### config.mk
export PLATFORM = sky130hd
export DESIGN_NAME = dual_read_port_fifo_flat
export DESIGN_NICKNAME = d
export VERILOG_FILES = /design/src/rtl/dual_read_port_fifo_pkg.sv /design/src/rtl/dual_read_port_fifo_if.sv /design/src/rtl/dual_read_port_fifo_mem.sv /design/src/rtl/dual_read_port_fifo.sv /design/src/flat_wrapper.sv
export SDC_FILE = /design/constraint.sdc
export NUM_CORES = 1
export LEC_CHECK = 0
export CELL_PAD_IN_SITES_DETAIL_PLACEMENT = 1
export CELL_PAD_IN_SITES_GLOBAL_PLACEMENT = 1
export CORE_UTILIZATION = 25
export DETAILED_ROUTE_END_ITERATION = 7
export PLACE_DENSITY_LB_ADDON = 0.25
export SLEW_MARGIN = 20
export SYNTH_ARGS = -nofsm -noshare
export SYNTH_HDL_FRONTEND = slang
export SYNTH_SLANG_ARGS = --single-unit
### constraint.sdc
create_clock -name clk -period 5.5 [get_ports clk]
set_input_delay 1.375 -clock clk [delete_from_list [all_inputs] [get_ports clk]]
set_output_delay 1.375 -clock clk [all_outputs]
set_load 0.02 [all_outputs]
### src/rtl/dual_read_port_fifo_pkg.sv
// rtl/dual_read_port_fifo_pkg.sv - shared types and defaults for the dual read port FIFO
// Purpose: default word width and the read-port turn encoding.
// Ports: none (package reg_port_pkg).
package reg_port_pkg;

  localparam int DATA_W_DEF = 16;

  typedef enum logic {
    PORT1 = 1'b0,
    PORT2 = 1'b1
  } port_sel_t;

endpackage

### src/rtl/dual_read_port_fifo_if.sv
// rtl/dual_read_port_fifo_if.sv - producer/consumer bundle for the dual read port FIFO
// Purpose: groups the write port, both read ports and the occupancy output.
// Ports:
//   wr_data/wr_valid/wr_ready       single producer handshake
//   rd1_data/rd1_valid/rd1_ready    consumer 1 handshake
//   rd2_data/rd2_valid/rd2_ready    consumer 2 handshake
//   count                           occupancy 0..DEPTH
// Modports: master = producer/consumer side, slave = FIFO side.
interface dual_read_port_fifo_if #(
  parameter int DATA_W = 16,
  parameter int DEPTH  = 4
);
  localparam int CW = $clog2(DEPTH) + 1;

  logic [DATA_W-1:0] wr_data;
  logic              wr_valid;
  logic              wr_ready;
  logic [DATA_W-1:0] rd1_data;
  logic              rd1_valid;
  logic              rd1_ready;
  logic [DATA_W-1:0] rd2_data;
  logic              rd2_valid;
  logic              rd2_ready;
  logic [CW-1:0]     count;

  modport master (
    output wr_data, wr_valid, rd1_ready, rd2_ready,
    input  wr_ready, rd1_data, rd1_valid, rd2_data, rd2_valid, count
  );

  modport slave (
    input  wr_data, wr_valid, rd1_ready, rd2_ready,
    output wr_ready, rd1_data, rd1_valid, rd2_data, rd2_valid, count
  );

endinterface

### src/rtl/dual_read_port_fifo_mem.sv
// rtl/dual_read_port_fifo_mem.sv - DEPTH x DATA_W register array for the FIFO
// Purpose: storage with synchronous write and asynchronous read, no reset.
// Ports:
//   clk    in   write clock
//   we     in   write enable
//   waddr  in   write address
//   wdata  in   write data
//   raddr  in   read address
//   rdata  out  read data (combinational)
module reg_fifo_mem #(
  parameter int DATA_W = 16,
  parameter int DEPTH  = 4,
  parameter int AW     = $clog2(DEPTH)
) (
  input  logic              clk,
  input  logic              we,
  input  logic [AW-1:0]     waddr,
  input  logic [DATA_W-1:0] wdata,
  input  logic [AW-1:0]     raddr,
  output logic [DATA_W-1:0] rdata
);

  logic [DATA_W-1:0] r_mem [DEPTH];

  always_ff @(posedge clk) begin
    if (we) begin
      r_mem[waddr] <= wdata;
    end
  end

  assign rdata = r_mem[raddr];

endmodule

### src/rtl/dual_read_port_fifo.sv
// rtl/dual_read_port_fifo.sv - single-write FIFO feeding two read ports in alternation
// Purpose: buffers producer words and offers the head word to port 1, then port 2,
//   then port 1 again, advancing the turn on every pop.
// Ports:
//   clk    in   clock, rising edge
//   reset  in   asynchronous active-low reset
//   bus    slave modport of dual_read_port_fifo_if (write port, two read ports, count)
// Configuration: define ALT_SKIP_EN for work-conserving mode, where a stalled
//   scheduled port lets the other ready port take the head without losing its turn.
module dual_read_port_fifo
  import reg_port_pkg::*;
#(
  parameter int DATA_W = DATA_W_DEF,
  parameter int DEPTH  = 4
) (
  input  logic                   clk,
  input  logic                   reset,
  dual_read_port_fifo_if.slave   bus
);

  localparam int AW = $clog2(DEPTH);
  localparam int CW = AW + 1;

  logic [AW-1:0]     r_wr_ptr;
  logic [AW-1:0]     r_rd_ptr;
  logic [CW-1:0]     r_count;
  port_sel_t         r_turn;

  logic              w_empty;
  logic              w_full;
  logic              w_push;
  logic              w_pop1;
  logic              w_pop2;
  logic              w_pop;
  logic              w_advance;
  logic              w_rd1_valid;
  logic              w_rd2_valid;
  logic [DATA_W-1:0] w_head;

  // Occupancy alone decides full/empty so equal pointers are never ambiguous.
  assign w_empty = (r_count == '0);
  assign w_full  = (r_count == CW'(DEPTH));

  // A full FIFO refuses the write even when a pop frees a slot this cycle.
  assign w_push = bus.wr_valid && !w_full;

`ifdef ALT_SKIP_EN
  // The off-turn port may take the head when the scheduled port is not ready;
  // the turn only advances when the scheduled port itself pops.
  assign w_rd1_valid = !w_empty && ((r_turn == PORT1) || !bus.rd2_ready);
  assign w_rd2_valid = !w_empty && ((r_turn == PORT2) || !bus.rd1_ready);
  assign w_advance   = (r_turn == PORT1) ? w_pop1 : w_pop2;
`else
  assign w_rd1_valid = !w_empty && (r_turn == PORT1);
  assign w_rd2_valid = !w_empty && (r_turn == PORT2);
  assign w_advance   = w_pop;
`endif

  // At most one of these can be high: the two valids never overlap with both readies set.
  assign w_pop1 = w_rd1_valid && bus.rd1_ready;
  assign w_pop2 = w_rd2_valid && bus.rd2_ready;
  assign w_pop  = w_pop1 || w_pop2;

  reg_fifo_mem #(
    .DATA_W (DATA_W),
    .DEPTH  (DEPTH),
    .AW     (AW)
  ) u_mem (
    .clk   (clk),
    .we    (w_push),
    .waddr (r_wr_ptr),
    .wdata (bus.wr_data),
    .raddr (r_rd_ptr),
    .rdata (w_head)
  );

  always_ff @(posedge clk or negedge reset) begin
    if (!reset) begin
      r_wr_ptr <= '0;
      r_rd_ptr <= '0;
      r_count  <= '0;
      r_turn   <= PORT1;
    end else begin
      if (w_push) begin
        r_wr_ptr <= r_wr_ptr + AW'(1);
      end
      if (w_pop) begin
        r_rd_ptr <= r_rd_ptr + AW'(1);
      end
      case ({w_push, w_pop})
        2'b10:   r_count <= r_count + CW'(1);
        2'b01:   r_count <= r_count - CW'(1);
        default: r_count <= r_count;
      endcase
      if (w_advance) begin
        r_turn <= (r_turn == PORT1) ? PORT2 : PORT1;
      end
    end
  end

  assign bus.wr_ready  = !w_full;
  assign bus.rd1_valid = w_rd1_valid;
  assign bus.rd2_valid = w_rd2_valid;
  assign bus.rd1_data  = w_rd1_valid ? w_head : '0;
  assign bus.rd2_data  = w_rd2_valid ? w_head : '0;
  assign bus.count     = r_count;

endmodule

### src/flat_wrapper.sv
// flat-port wrapper written by rule: the top's interface ports become plain ports
module dual_read_port_fifo_flat import reg_port_pkg::*;
#(
  parameter int DATA_W = DATA_W_DEF,
  parameter int DEPTH  = 4
)
  (clk, reset, bus_wr_data, bus_wr_valid, bus_rd1_ready, bus_rd2_ready, bus_wr_ready, bus_rd1_data, bus_rd1_valid, bus_rd2_data, bus_rd2_valid, bus_count);
  dual_read_port_fifo_if #(.DATA_W(DATA_W), .DEPTH(DEPTH)) bus_i ();
  input  logic clk;
  input  logic reset;
  input wire logic [$bits(bus_i.wr_data)-1:0] bus_wr_data;
  input wire logic [$bits(bus_i.wr_valid)-1:0] bus_wr_valid;
  input wire logic [$bits(bus_i.rd1_ready)-1:0] bus_rd1_ready;
  input wire logic [$bits(bus_i.rd2_ready)-1:0] bus_rd2_ready;
  output wire logic [$bits(bus_i.wr_ready)-1:0] bus_wr_ready;
  output wire logic [$bits(bus_i.rd1_data)-1:0] bus_rd1_data;
  output wire logic [$bits(bus_i.rd1_valid)-1:0] bus_rd1_valid;
  output wire logic [$bits(bus_i.rd2_data)-1:0] bus_rd2_data;
  output wire logic [$bits(bus_i.rd2_valid)-1:0] bus_rd2_valid;
  output wire logic [$bits(bus_i.count)-1:0] bus_count;
  assign bus_i.wr_data = bus_wr_data;
  assign bus_i.wr_valid = bus_wr_valid;
  assign bus_i.rd1_ready = bus_rd1_ready;
  assign bus_i.rd2_ready = bus_rd2_ready;
  assign bus_wr_ready = bus_i.wr_ready;
  assign bus_rd1_data = bus_i.rd1_data;
  assign bus_rd1_valid = bus_i.rd1_valid;
  assign bus_rd2_data = bus_i.rd2_data;
  assign bus_rd2_valid = bus_i.rd2_valid;
  assign bus_count = bus_i.count;
  dual_read_port_fifo #(.DATA_W(DATA_W), .DEPTH(DEPTH)) u_core (.clk(clk), .reset(reset), .bus(bus_i));
endmodule
=== After elaboration in Yosys (flattened, before gate mapping) ===
Memory sizes are Yosys's and may differ from the RTL's.
Index checks and enable logic that the tools add are counted.

* Register bits after elaboration: 8
* Memory bits (writable): 64
* Bits of input ports: 21
* Output and inout port bits: 38
* Word-level logic and storage cells: 29
* Memories kept: 1

* Add/subtract/negate cells: 4
* Equal/unequal tests: 3
* Mux-type cells: 6
* Bitwise operators: 1
* Reduce and logical (&&, ||, !) cells: 10

{| class="wikitable"
|+ Memories
! memory !! words !! width !! rd ports !! clocked after Yosys merged registers in !! write ports !! RTL line !! source
|-
| u_core.u_mem.r_mem || 4 || 16 || 1 || 0 || 1 || dual_read_port_fifo_mem.sv:23 || <nowiki>logic [DATA_W-1:0] r_mem [DEPTH];</nowiki>
|}

{| class="wikitable"
|+ Operators by type and width
! operator !! number
|-
| 16-bit 2-to-1 mux || 2
|-
| 3-bit case mux with 2 select lines || 1
|-
| 1-bit logical AND || 5
|-
| 2-bit by 1-bit adder with 2-bit output, second input constant || 2
|-
| 3-bit by 1-bit adder with 3-bit output, second input constant || 1
|-
| 3-bit equality test, second input constant || 1
|-
| 3-bit logical NOT || 1
|-
| 1-bit 2-to-1 mux || 3
|-
| 3-bit by 1-bit subtractor with 3-bit output, second input constant || 1
|-
| 2-bit by 1-bit equality test with 1-bit output, second input constant || 1
|-
| 2-bit equality test, second input constant || 1
|-
| 1-bit logical NOT || 2
|-
| 2-bit nonzero test || 1
|-
| 1-bit logical OR || 1
|-
| 1-bit inverter || 1
|}

=== Longest topological paths before layout ===
Gate-level depths: netlist of run 1.

* Depth after elaboration: 7
* Depth in mapped cells: 9
* Depth with buffers taken out: 9

=== Hierarchy ===
A second synthesis of run 1 with hierarchy kept.

* Cell total of the unflattened synthesis: 161
* Area, all modules: 3005.4 um^2

{| class="wikitable"
|+ By module, submodules not included
! module !! times used !! cells an instance !! area each (um^2) !! sequential area each (um^2)
|-
| reg_fifo_mem || 1 || 88 || 2377.3 || 1921.8
|-
| dual_read_port_fifo || 1 || 73 || 628.1 || 200.2
|}

=== Worst setup path before layout of run 1 ===
OpenSTA, ideal clock, no wires.

* Kind: flip-flop to output port
* Start point: register u_core.r_count[0], in the netlist u_core.bus.count[0]
* End point: output port bus_rd1_data[10]
* Data arrival time: 1.507 ns
* Data required time: 4.125 ns
* Path slack: 2.618 ns
* Cell stages (with the launch flop): 5
* Path buffers: 1
* Path through: dfrtp_1 > nor3_1 > nor2_1 > clkbuf_1 > and2_1

* Cells in the longest elaborated chain, start to end: 4

{| class="wikitable"
|+ RTL lines
! element !! RTL line !! source
|-
| start: declaration || dual_read_port_fifo.sv:26 || <nowiki>logic [CW-1:0] r_count;</nowiki>
|-
| start signal: assignment || dual_read_port_fifo.sv:91 || <nowiki>2'b10: r_count <= r_count + CW'(1);</nowiki>
|-
| start signal: assignment || dual_read_port_fifo.sv:92 || <nowiki>2'b01: r_count <= r_count - CW'(1);</nowiki>
|-
| start signal: assignment || dual_read_port_fifo.sv:93 || <nowiki>default: r_count <= r_count;</nowiki>
|-
| 3-bit logical NOT || dual_read_port_fifo.sv:41 || <nowiki>assign w_empty = (r_count == '0);</nowiki>
|-
| 1-bit logical NOT || dual_read_port_fifo.sv:54 || <nowiki>assign w_rd1_valid = !w_empty && (r_turn == PORT1);</nowiki>
|-
| 1-bit logical AND || dual_read_port_fifo.sv:54 ||
|-
| net bus_rd1_valid || flat_wrapper.sv:17 || <nowiki>output wire logic [$bits(bus_i.rd1_valid)-1:0] bus_rd1_valid;</nowiki>
|-
| 16-bit 2-to-1 mux || dual_read_port_fifo.sv:104 || <nowiki>assign bus.rd1_data = w_rd1_valid ? w_head : '0;</nowiki>
|-
| end: declaration || flat_wrapper.sv:16 || <nowiki>output wire logic [$bits(bus_i.rd1_data)-1:0] bus_rd1_data;</nowiki>
|}

The timed path passes the listed nets, and every way through them passes these cells.

=== Worst setup path after layout of run 1 ===
* Start point: register u_core.r_rd_ptr[0]
* End point: output port bus_rd2_data[7]

* Cells in the longest elaborated chain, start to end: 2

{| class="wikitable"
|+ RTL lines
! element !! RTL line !! source
|-
| start: declaration || dual_read_port_fifo.sv:25 || <nowiki>logic [AW-1:0] r_rd_ptr;</nowiki>
|-
| start signal: assignment || dual_read_port_fifo.sv:88 || <nowiki>r_rd_ptr <= r_rd_ptr + AW'(1);</nowiki>
|-
| memory 4 x 16 bit || - ||
|-
| 16-bit 2-to-1 mux || dual_read_port_fifo.sv:105 || <nowiki>assign bus.rd2_data = w_rd2_valid ? w_head : '0;</nowiki>
|-
| end: declaration || flat_wrapper.sv:18 || <nowiki>output wire logic [$bits(bus_i.rd2_data)-1:0] bus_rd2_data;</nowiki>
|}

Every way passes these cells.

==> results of run 1 <==
-- worst max-delay path, delay by kind of cell (launching register included) --
kind | cells | cell delay [ns]
buffers and inverters | 2 | 0.89
and+or+nand+nor | 1 | 0.20
DFF | 1 | 0.51
muxes | 1 | 0.58
-- registers in the layout (all words and copies together) (netlist names) --
signal and flops:
u_core.u_mem.r_mem 64, u_core.bus.count 3, u_core.r_rd_ptr 2, u_core.r_wr_ptr 2, u_core.r_turn 1
-- power by group --
part	internal (uW)	total (uW)	switching, uW
Clock	346	554	208
Combinational	563	1130	563
Sequential	735	845	109
-- final timing paths --
kind	endpoint	slack, ns	depth (start not counted)
worst min-delay path	u_core.bus.count[2]	0.54	1
max in group asynchronous	u_core.r_rd_ptr[0]	3.86	1
min in group asynchronous	u_core.bus.count[0]	1.35	1
worst min register to register	u_core.bus.count[2]	0.54	1
worst max-delay path	bus_rd2_data[7]	1.61	4
worst max register to register	u_core.bus.count[2]	3.06	8
-- per-layer routing --
layer / GRT usage / up-vias / routed length (um)
li1: - / 765 / -
met5: 0 / - / 0
met4: 0.0405 / 0 / 99
met1: 0.151 / 848 / 3000
met3: 0.0376 / 9 / 322
met2: 0.192 / 48 / 3300
-- final cells by class --
| type | instances | area, um2 | area share |
|---|---|---|---|
| Sequential cell | 72 | 2120 | 0.527 |
| Multi-Input combinational cell | 79 | 820 | 0.203 |
| Timing Repair Buffer | 60 | 596 | 0.148 |
| Clock buffer | 9 | 225 | 0.0559 |
| Tap cell | 143 | 179 | 0.0444 |
| Clock inverter | 6 | 60.1 | 0.0149 |
| Inverter | 7 | 26.3 | 0.00652 |
| Antenna cell | 1 | 2.50 | 0.000621 |
-- cells by family (layout without fill, tap and decap cells) --
group           after synthesis  in the layout  synth area share
other cells                   0              1                 0
xor+xnor                      6              6            0.0174
fa+ha+maj                     6              6            0.0273
compound gates                3              3           0.00538
buf+inv                      16             82            0.0261
mux                          18             18             0.128
simple gates                 46             46            0.0936
flops                        72             72             0.703
-- cell usage in the layout, fill, tap and decap left out, types with 2 or more instances in the layout --
| master | synthesis | final |
|---|---|---|
| xnor2_1 | 2 | 2 |
| clkdlybuf4s50_1 | 0 | 58 |
| dfrtp_1 | 8 | 8 |
| clkinv_2 | 0 | 2 |
| mux4_2 | 16 | 16 |
| ha_1 | 5 | 5 |
| edfxtp_1 | 64 | 64 |
| buf_4 | 0 | 2 |
| inv_1 | 7 | 7 |
| nand2_1 | 2 | 2 |
| and2_1 | 16 | 16 |
| clkbuf_16 | 0 | 9 |
| and3_1 | 20 | 20 |
| nor2_1 | 3 | 3 |
| xor2_1 | 4 | 4 |
-- through the flow --
stage	power [uW]	hold WS, ns	util
after floorplan	1500	0.535	-
after global placement	2000	0.528	0.322
after detailed placement	2010	0.526	0.322
after CTS	2580	0.534	0.347
after global routing	2680	0.560	0.347
final	2520	0.540	0.347
==> flow_summary_export.csv, run 1 <==
group,metric,value,unit
run_status,status,"complete, but fails checks",
run_status,violations,"design-rule violations",
layout,stdcell_count,377,
floorplanning,die_x,112,um
sta,worstMarginPinSlew,0.947,ns
synthesis,syn_area,3020,um2
drt,route.detailed.drc,12,
worst_setup_path,worstPathMaxFanout,14,
place,port_buffers,58,
place,dpl.cell_count,361,
floorplanning,core-area,11600,um2
cts,clk_pin_slew,0.05,ns
place,dp_hpwl,4410,um
worst_setup_path,reg2reg_from,"u_core.r_turn",
worst_setup_path,worstSetupPathType,"flop to output port",
floorplanning,ioPinCount,59,
place,place_area,3740,um2
sta,finClkSkew,0.00399,ns
global_routing,antenna_found_initial,0,
floorplanning,die_h,112,um
cts,insertion_delay,0.33,ns
cts,cts_setup_buffers,0,
synthesis,synth_common_cells,"edfxtp_1 (64), and3_1 (20), and2_1 (16), mux4_2 (16), dfrtp_1 (8)",
cts,cts_tree,"done",
sta,layout_min_cycle_time,3.89,ns
synthesis,synth_most_common_cell,"edfxtp_1",
worst_setup_path,critPathRequiredTime,4.12,ns
synthesis,yosys_warnings,0,
global_routing,grt_pass1_vias,1840,
cts,clockRootBuffer,"clkbuf_16",
sta,tns,0,ns
sta,hold_violations,0,
drt,num_vias,1670,
floorplanning,start_util,0.260,
synthesis,syn_nets,194,
synthesis,synth_seq_area_share,0.703,
drt,viasPerCell,4.43,
global_routing,grt-ovfl-total,0,
synthesis,ys_seq_elements,72,
floorplanning,num_rows,39,
drt,ant_nets,0,
synthesis,ys.flop_type,"edfxtp_1",
synthesis,synthArstFlopShare,0.111,
drt,totalWireLength,6720,um
synthesis,synth_edf_count,64,
worst_setup_path,path_cells,"buf_4 > mux4_2 > and3_1 > clkdlybuf4s50_1",
sta,slew_viol_final,0,
layout,drive_above_1_share,0.150,
worst_setup_path,slowest_delay,0.58,ns
worst_setup_path,arrival,2.52,ns
cts,cts_resized,0,
cts,cts.sinks,72,
worst_setup_path,cp-end-kind,"output port",
floorplanning,dieArea,12500,um2
synthesis,synth_top_area_frac,0.636,
worst_setup_path,slowest_stage,"mux4_2",
synthesis,avgSynthCellArea,18.1,um2
cts,cts_hold_buf,0,
sta,layout_setup_ws,1.61,ns
synthesis,synth_top_area_cell,"edfxtp_1",
place,place.gp.congestion,0.637,
worst_setup_path,crit_start,"u_core.r_rd_ptr[0]",
layout,nFillCells,1196,
synthesis,synth.area.top_cells,"edfxtp_1 (64%), mux4_2 (12%), dfrtp_1 (6.6%)",
synthesis,ys_types,26,
sta,period_share,0.708,
synthesis,netlist_instances,167,
layout,area_growth,33.4,%
power,irDropWorstVdd,0.201,mV
sta,fmax,0.257,GHz
worst_hold_path,min_from,"u_core.bus.count[2]",
global_routing,grt_max_degree,22,
global_routing,grt.total_usage,0.119,
sta,rsz0062_at_grt,"false",
power,p_per_area,626,nW/um2
sta,setup_violations,0,
global_routing,grt_pass1_wl,10600,um
layout,stdcell_area,4030,um2
layout,final_nets,256,
sta,slew_headroom,0.369,
worst_hold_path,hold_path.class,"flop to flop",
drt,drt_iter0_drc,55,
flow_run,maxCapViolCount,0,
place,dp_slack,1.91,ns
cts,clock_path_buffers,2,
drt,wl_per_cell,17.8,um
cts,htree_levels,3,
cts,numCtsBuffers,9,
worst_setup_path,cp-start-kind,"flop",
power,p_leak,0.00144,uW
drt,first_pass_iters,6,
No activity file was read; power rests on OpenSTA's default activity.
==> run 2: changes to the inputs <==
==> constraint.sdc (replaced) <==
create_clock -name clk -period 3.2 [get_ports clk]
set_input_delay 0.8 -clock clk [delete_from_list [all_inputs] [get_ports clk]]
set_output_delay 0.8 -clock clk [all_outputs]
set_load 0.02 [all_outputs]
==> run 2 against run 1 <==
The flow still finishes with violations (design-rule violations). Die area stayed put. Power is 79% higher. Core utilization is 1.0 points higher. Cell count is 2.1% higher. Global-route usage is 0.21 points lower. Sequential share of layout area is 1.4 points lower. Critical path type unchanged. Largest power group unchanged. Highest routed layer unchanged.
==> flow_summary_export.csv, run 2 (synthesis results as in run 1) <==
group,metric,value,unit
power,p_per_area,1090,nW/um2
sta,tns,0,ns
floorplanning,die_x,112,um
flow_run,maxCapViolCount,0,
layout,drive_above_1_share,0.190,
floorplanning,die_h,112,um
run_status,violations,"design-rule violations",
place,port_buffers,58,
run_status,status,"complete, but fails checks",
power,p_leak,0.00151,uW
cts,cts_setup_buffers,0,
drt,wl_per_cell,17.3,um
worst_setup_path,worstSetupPathType,"flop to output port",
place,dp_hpwl,4450,um
power,irDropWorstVdd,0.377,mV
cts,insertion_delay,0.33,ns
sta,layout_min_cycle_time,3.07,ns
sta,hold_violations,0,
layout,regMostFlops,"u_core.u_mem.r_mem",
cts,clk_pin_slew,0.05,ns
drt,first_pass_iters,6,
worst_hold_path,hold_path.class,"flop to flop",
drt,route.detailed.drc,6,
global_routing,grt_pass1_wl,10500,um
worst_setup_path,critPathRequiredTime,2.40,ns
drt,ant_nets,0,
layout,largest_reg_flops,64,
cts,numCtsBuffers,9,
layout,nFillCells,1185,
worst_setup_path,worstPathMaxFanout,11,
place,place.gp.congestion,0.611,
drt,viasPerCell,4.37,
sta,rsz0062_at_grt,"false",
layout,layout_common_cells,"edfxtp_1 (64), clkdlybuf4s50_1 (58), and3_1 (20), mux4_2 (16), and2_1 (16)",
sta,worstMarginPinSlew,0.399,ns
cts,clockRootBuffer,"clkbuf_16",
drt,totalWireLength,6670,um
worst_setup_path,arrival,2.27,ns
cts,clock_path_buffers,2,
drt,num_vias,1682,
sta,setup_violations,0,
cts,cts.sinks,72,
cts,cts_tree,"done",
worst_setup_path,cp-end-kind,"output port",
layout,layout_commonest_cell,"edfxtp_1",
global_routing,grt_max_degree,21,
global_routing,grt.total_usage,0.117,
global_routing,antenna_found_initial,0,
layout,regArea,2120,um2
layout,multiInputGateArea,825,um2
sta,slew_viol_final,0,
floorplanning,num_rows,39,
cts,htree_levels,3,
layout,area_growth,37.3,%
worst_setup_path,cp-start-kind,"flop",
power,total_power,4530,uW
layout,final_nets,264,
global_routing,grt-ovfl-total,0,
sta,fmax,0.326,GHz
cts,cts_hold_buf,0,
sta,period_share,0.959,
floorplanning,start_util,0.260,
floorplanning,dieArea,12500,um2
sta,slew_headroom,0.732,
global_routing,grt_pass1_vias,1845,
layout,antennaDiodeCount,0,
drt,drt_iter0_drc,71,
sta,finClkSkew,0.00379,ns
floorplanning,core-area,11600,um2
floorplanning,ioPinCount,59,
run 2: final cells by class:
cell class | instances | area share
flip-flops and latches | 72 | 0.512
multi-input cells | 79 | 0.199
repair buffers | 68 | 0.164
clock buffers | 10 | 0.0552
well taps | 143 | 0.0432
clock inverters | 6 | 0.0202
inverters | 7 | 0.00634
run 2: per-layer routing:
layer,up-vias,global-route usage,share of wire
met5,-,0,0
met4,0,0.0541,0.019
met3,12,0.0289,0.040
met2,43,0.190,0.50
met1,847,0.147,0.44
li1,780,-,-
run 2: critical path, cell delays in order, from the launching register on:
cell and delay (ns):
dfrtp_2 0.47, buf_12 0.19, mux4_2 0.54, and3_1 0.20, clkdlybuf4s50_1 0.53
run 2: final timing paths:
| kind | slack [ns] | start | cells after the start | to |
|---|---|---|---|---|
| max in group asynchronous | 2.14 | reset | 1 | u_core.r_rd_ptr[0] |
| worst max register to register | 0.96 | u_core.bus.count[0] | 9 | u_core.bus.count[2] |
| min in group asynchronous | 0.76 | reset | 1 | u_core.bus.count[1] |
| worst min register to register | 0.54 | u_core.bus.count[2] | 1 | u_core.bus.count[2] |
| worst max-delay path | 0.13 | u_core.r_rd_ptr[0] | 4 | bus_rd2_data[7] |
| worst min-delay path | 0.54 | u_core.bus.count[2] | 1 | u_core.bus.count[2] |
run 2: what timing repair did:
| action | in CTS | in global routing |
|---|---|---|
| resized for setup | 1 | 2 |
| endpoints found under the hold margin | 0 | 0 |
| endpoints found under the setup margin | 6 | 16 |
run 2: report_power, final:
part           total (uW)  internal, uW  switching (uW)
combinational        2110          1060            1050
clock                1030           679             356
sequential           1380          1260             120
run 2: per-stage QoR:
step                      area [um2]  setup WS (ns)  hold slack (ns)   util  std cells
after floorplan                 3020          0.893            0.504      -        167
after global placement          3830          0.375            0.539  0.330        369
after detailed placement        3830          0.347            0.524  0.330        369
after CTS                       4140         0.0152            0.531  0.357        385
after global routing            4150         0.0174            0.572  0.357        385
final                           4150          0.132            0.540  0.357        385
==> run 3: changes to the inputs <==
--- a/config.mk
+++ b/config.mk
@@ -7,6 +7,7 @@
 export LEC_CHECK = 0
 export CELL_PAD_IN_SITES_DETAIL_PLACEMENT = 1
 export CELL_PAD_IN_SITES_GLOBAL_PLACEMENT = 1
+export CORE_MARGIN = 4
 export CORE_UTILIZATION = 25
 export DETAILED_ROUTE_END_ITERATION = 7
 export PLACE_DENSITY_LB_ADDON = 0.25
==> run 3 against run 2 <==
Die area grew 11%. Largest cell class unchanged. Power grew 0.79%. First-iteration DRC count shrank 7.0%. Critical endpoint is now bus_rd2_data[2]. The flow now finishes without violations. Cell count grew 0.26%.
==> flow_summary_export.csv, run 3 (synthesis results as in run 1) <==
group,metric,value,unit
worst_setup_path,cp-end-kind,"output port",
sta,finClkSkew,0.00900,ns
place,port_buffers,58,
power,p_leak,0.00152,uW
worst_setup_path,critPathRequiredTime,2.40,ns
layout,area_growth,37.9,%
drt,wl_per_cell,18.1,um
global_routing,grt_max_degree,21,
sta,hold_violations,0,
layout,regMostFlops,"u_core.u_mem.r_mem",
sta,worstMarginPinSlew,0.450,ns
drt,first_pass_iters,5,
worst_setup_path,worstSetupPathType,"flop to output port",
power,total_power,4560,uW
drt,route.detailed.drc,0,
drt,totalWireLength,6980,um
global_routing,antenna_found_initial,0,
power,irDropWorstVdd,0.366,mV
place,place.gp.congestion,0.649,
sta,layout_min_cycle_time,3.09,ns
drt,num_vias,1716,
cts,numCtsBuffers,9,
run_status,status,"finished clean",
sta,fmax,0.323,GHz
global_routing,grt_pass1_vias,1936,
layout,largest_reg_flops,64,
layout,nFillCells,1213,
layout,layout_commonest_cell,"edfxtp_1",
worst_setup_path,arrival,2.29,ns
layout,drive_above_1_share,0.202,
sta,setup_violations,0,
floorplanning,die_x,118,um
cts,insertion_delay,0.33,ns
sta,tns,0,ns
floorplanning,ioPinCount,59,
global_routing,grt_pass1_wl,10900,um
drt,drt_iter0_drc,66,
drt,viasPerCell,4.45,
sta,slew_viol_final,0,
global_routing,grt-ovfl-total,0,
power,p_per_area,1100,nW/um2
cts,clockRootBuffer,"clkbuf_16",
layout,final_nets,265,
worst_setup_path,cp-start-kind,"flop",
flow_run,maxCapViolCount,0,
worst_setup_path,worstPathMaxFanout,19,
cts,clock_path_buffers,2,
sta,rsz0062_at_grt,"false",
floorplanning,start_util,0.260,
layout,antennaDiodeCount,0,
cts,clk_pin_slew,0.06,ns
drt,ant_nets,0,
layout,layout_common_cells,"edfxtp_1 (64), clkdlybuf4s50_1 (58), and3_1 (20), mux4_2 (16), and2_1 (16)",
cts,cts_setup_buffers,0,
cts,cts_hold_buf,0,
cts,cts.sinks,72,
place,dp_hpwl,4760,um
sta,period_share,0.966,
cts,cts_tree,"done",
global_routing,grt.total_usage,0.105,
floorplanning,num_rows,39,
floorplanning,die_h,118,um
sta,slew_headroom,0.700,
cts,htree_levels,3,
floorplanning,core-area,11600,um2
floorplanning,dieArea,13900,um2
worst_hold_path,hold_path.class,"flop to flop",
run 3: stage by stage:
step	util	std cells	setup slack, ns	hold WS, ns	cell area (um2)
final	0.359	386	0.108	0.558	4160
after floorplan	-	167	0.893	0.504	3020
after global placement	0.329	370	0.371	0.523	3820
after detailed placement	0.329	370	0.286	0.535	3820
after global routing	0.359	386	0.00497	0.596	4160
after CTS	0.358	386	0.0550	0.547	4150
run 3: final timing paths:
path,startpoint,end,slack [ns],cells after the start
max,u_core.bus.count[0],bus_rd2_data[2],0.11,3
min,u_core.bus.count[2],u_core.bus.count[2],0.56,1
max reg2reg,u_core.bus.count[0],u_core.bus.count[2],0.95,9
min reg2reg,u_core.bus.count[2],u_core.bus.count[2],0.56,1
max in group asynchronous,reset,u_core.bus.count[1],2.11,1
min in group asynchronous,reset,u_core.r_wr_ptr[0],0.78,1
run 3: layout make-up:
type                    count  area, um2  area share
flip-flops and latches     72       2120       0.510
multi-input cells          79        833       0.200
repair buffers             69        676       0.162
clock buffers               9        225      0.0541
well taps                 143        179      0.0430
clock inverters             7        103      0.0246
inverters                   7       26.3     0.00631
run 3: report_power, final:
part	switching (uW)	internal, uW	total, uW
sequential	85.3	1260	1350
combinational	1110	1030	2140
clock	386	691	1080
total	1580	2990	4560
run 3: timing repair:
action,4_1_cts,5_1_grt
cloned,0,0
pin swaps,0,0
endpoints found under the setup margin,9,1
resized for setup,2,2
run 3: worst max-delay path, cell delays in order (launching register included):
cell	delay [ns]
dfrtp_1	0.45
or3_2	0.71
and3_1	0.26
clkdlybuf4s50_1	0.54
run 3: metal layers:
metal / up-vias / part of all wire / track usage / routed length, um
met5: - / 0 / 0 / 0
met4: 0 / 0.012 / 0.0374 / 86
met3: 7 / 0.049 / 0.0428 / 339
met2: 49 / 0.48 / 0.168 / 3370
met1: 874 / 0.46 / 0.129 / 3180
li1: 786 / - / - / -
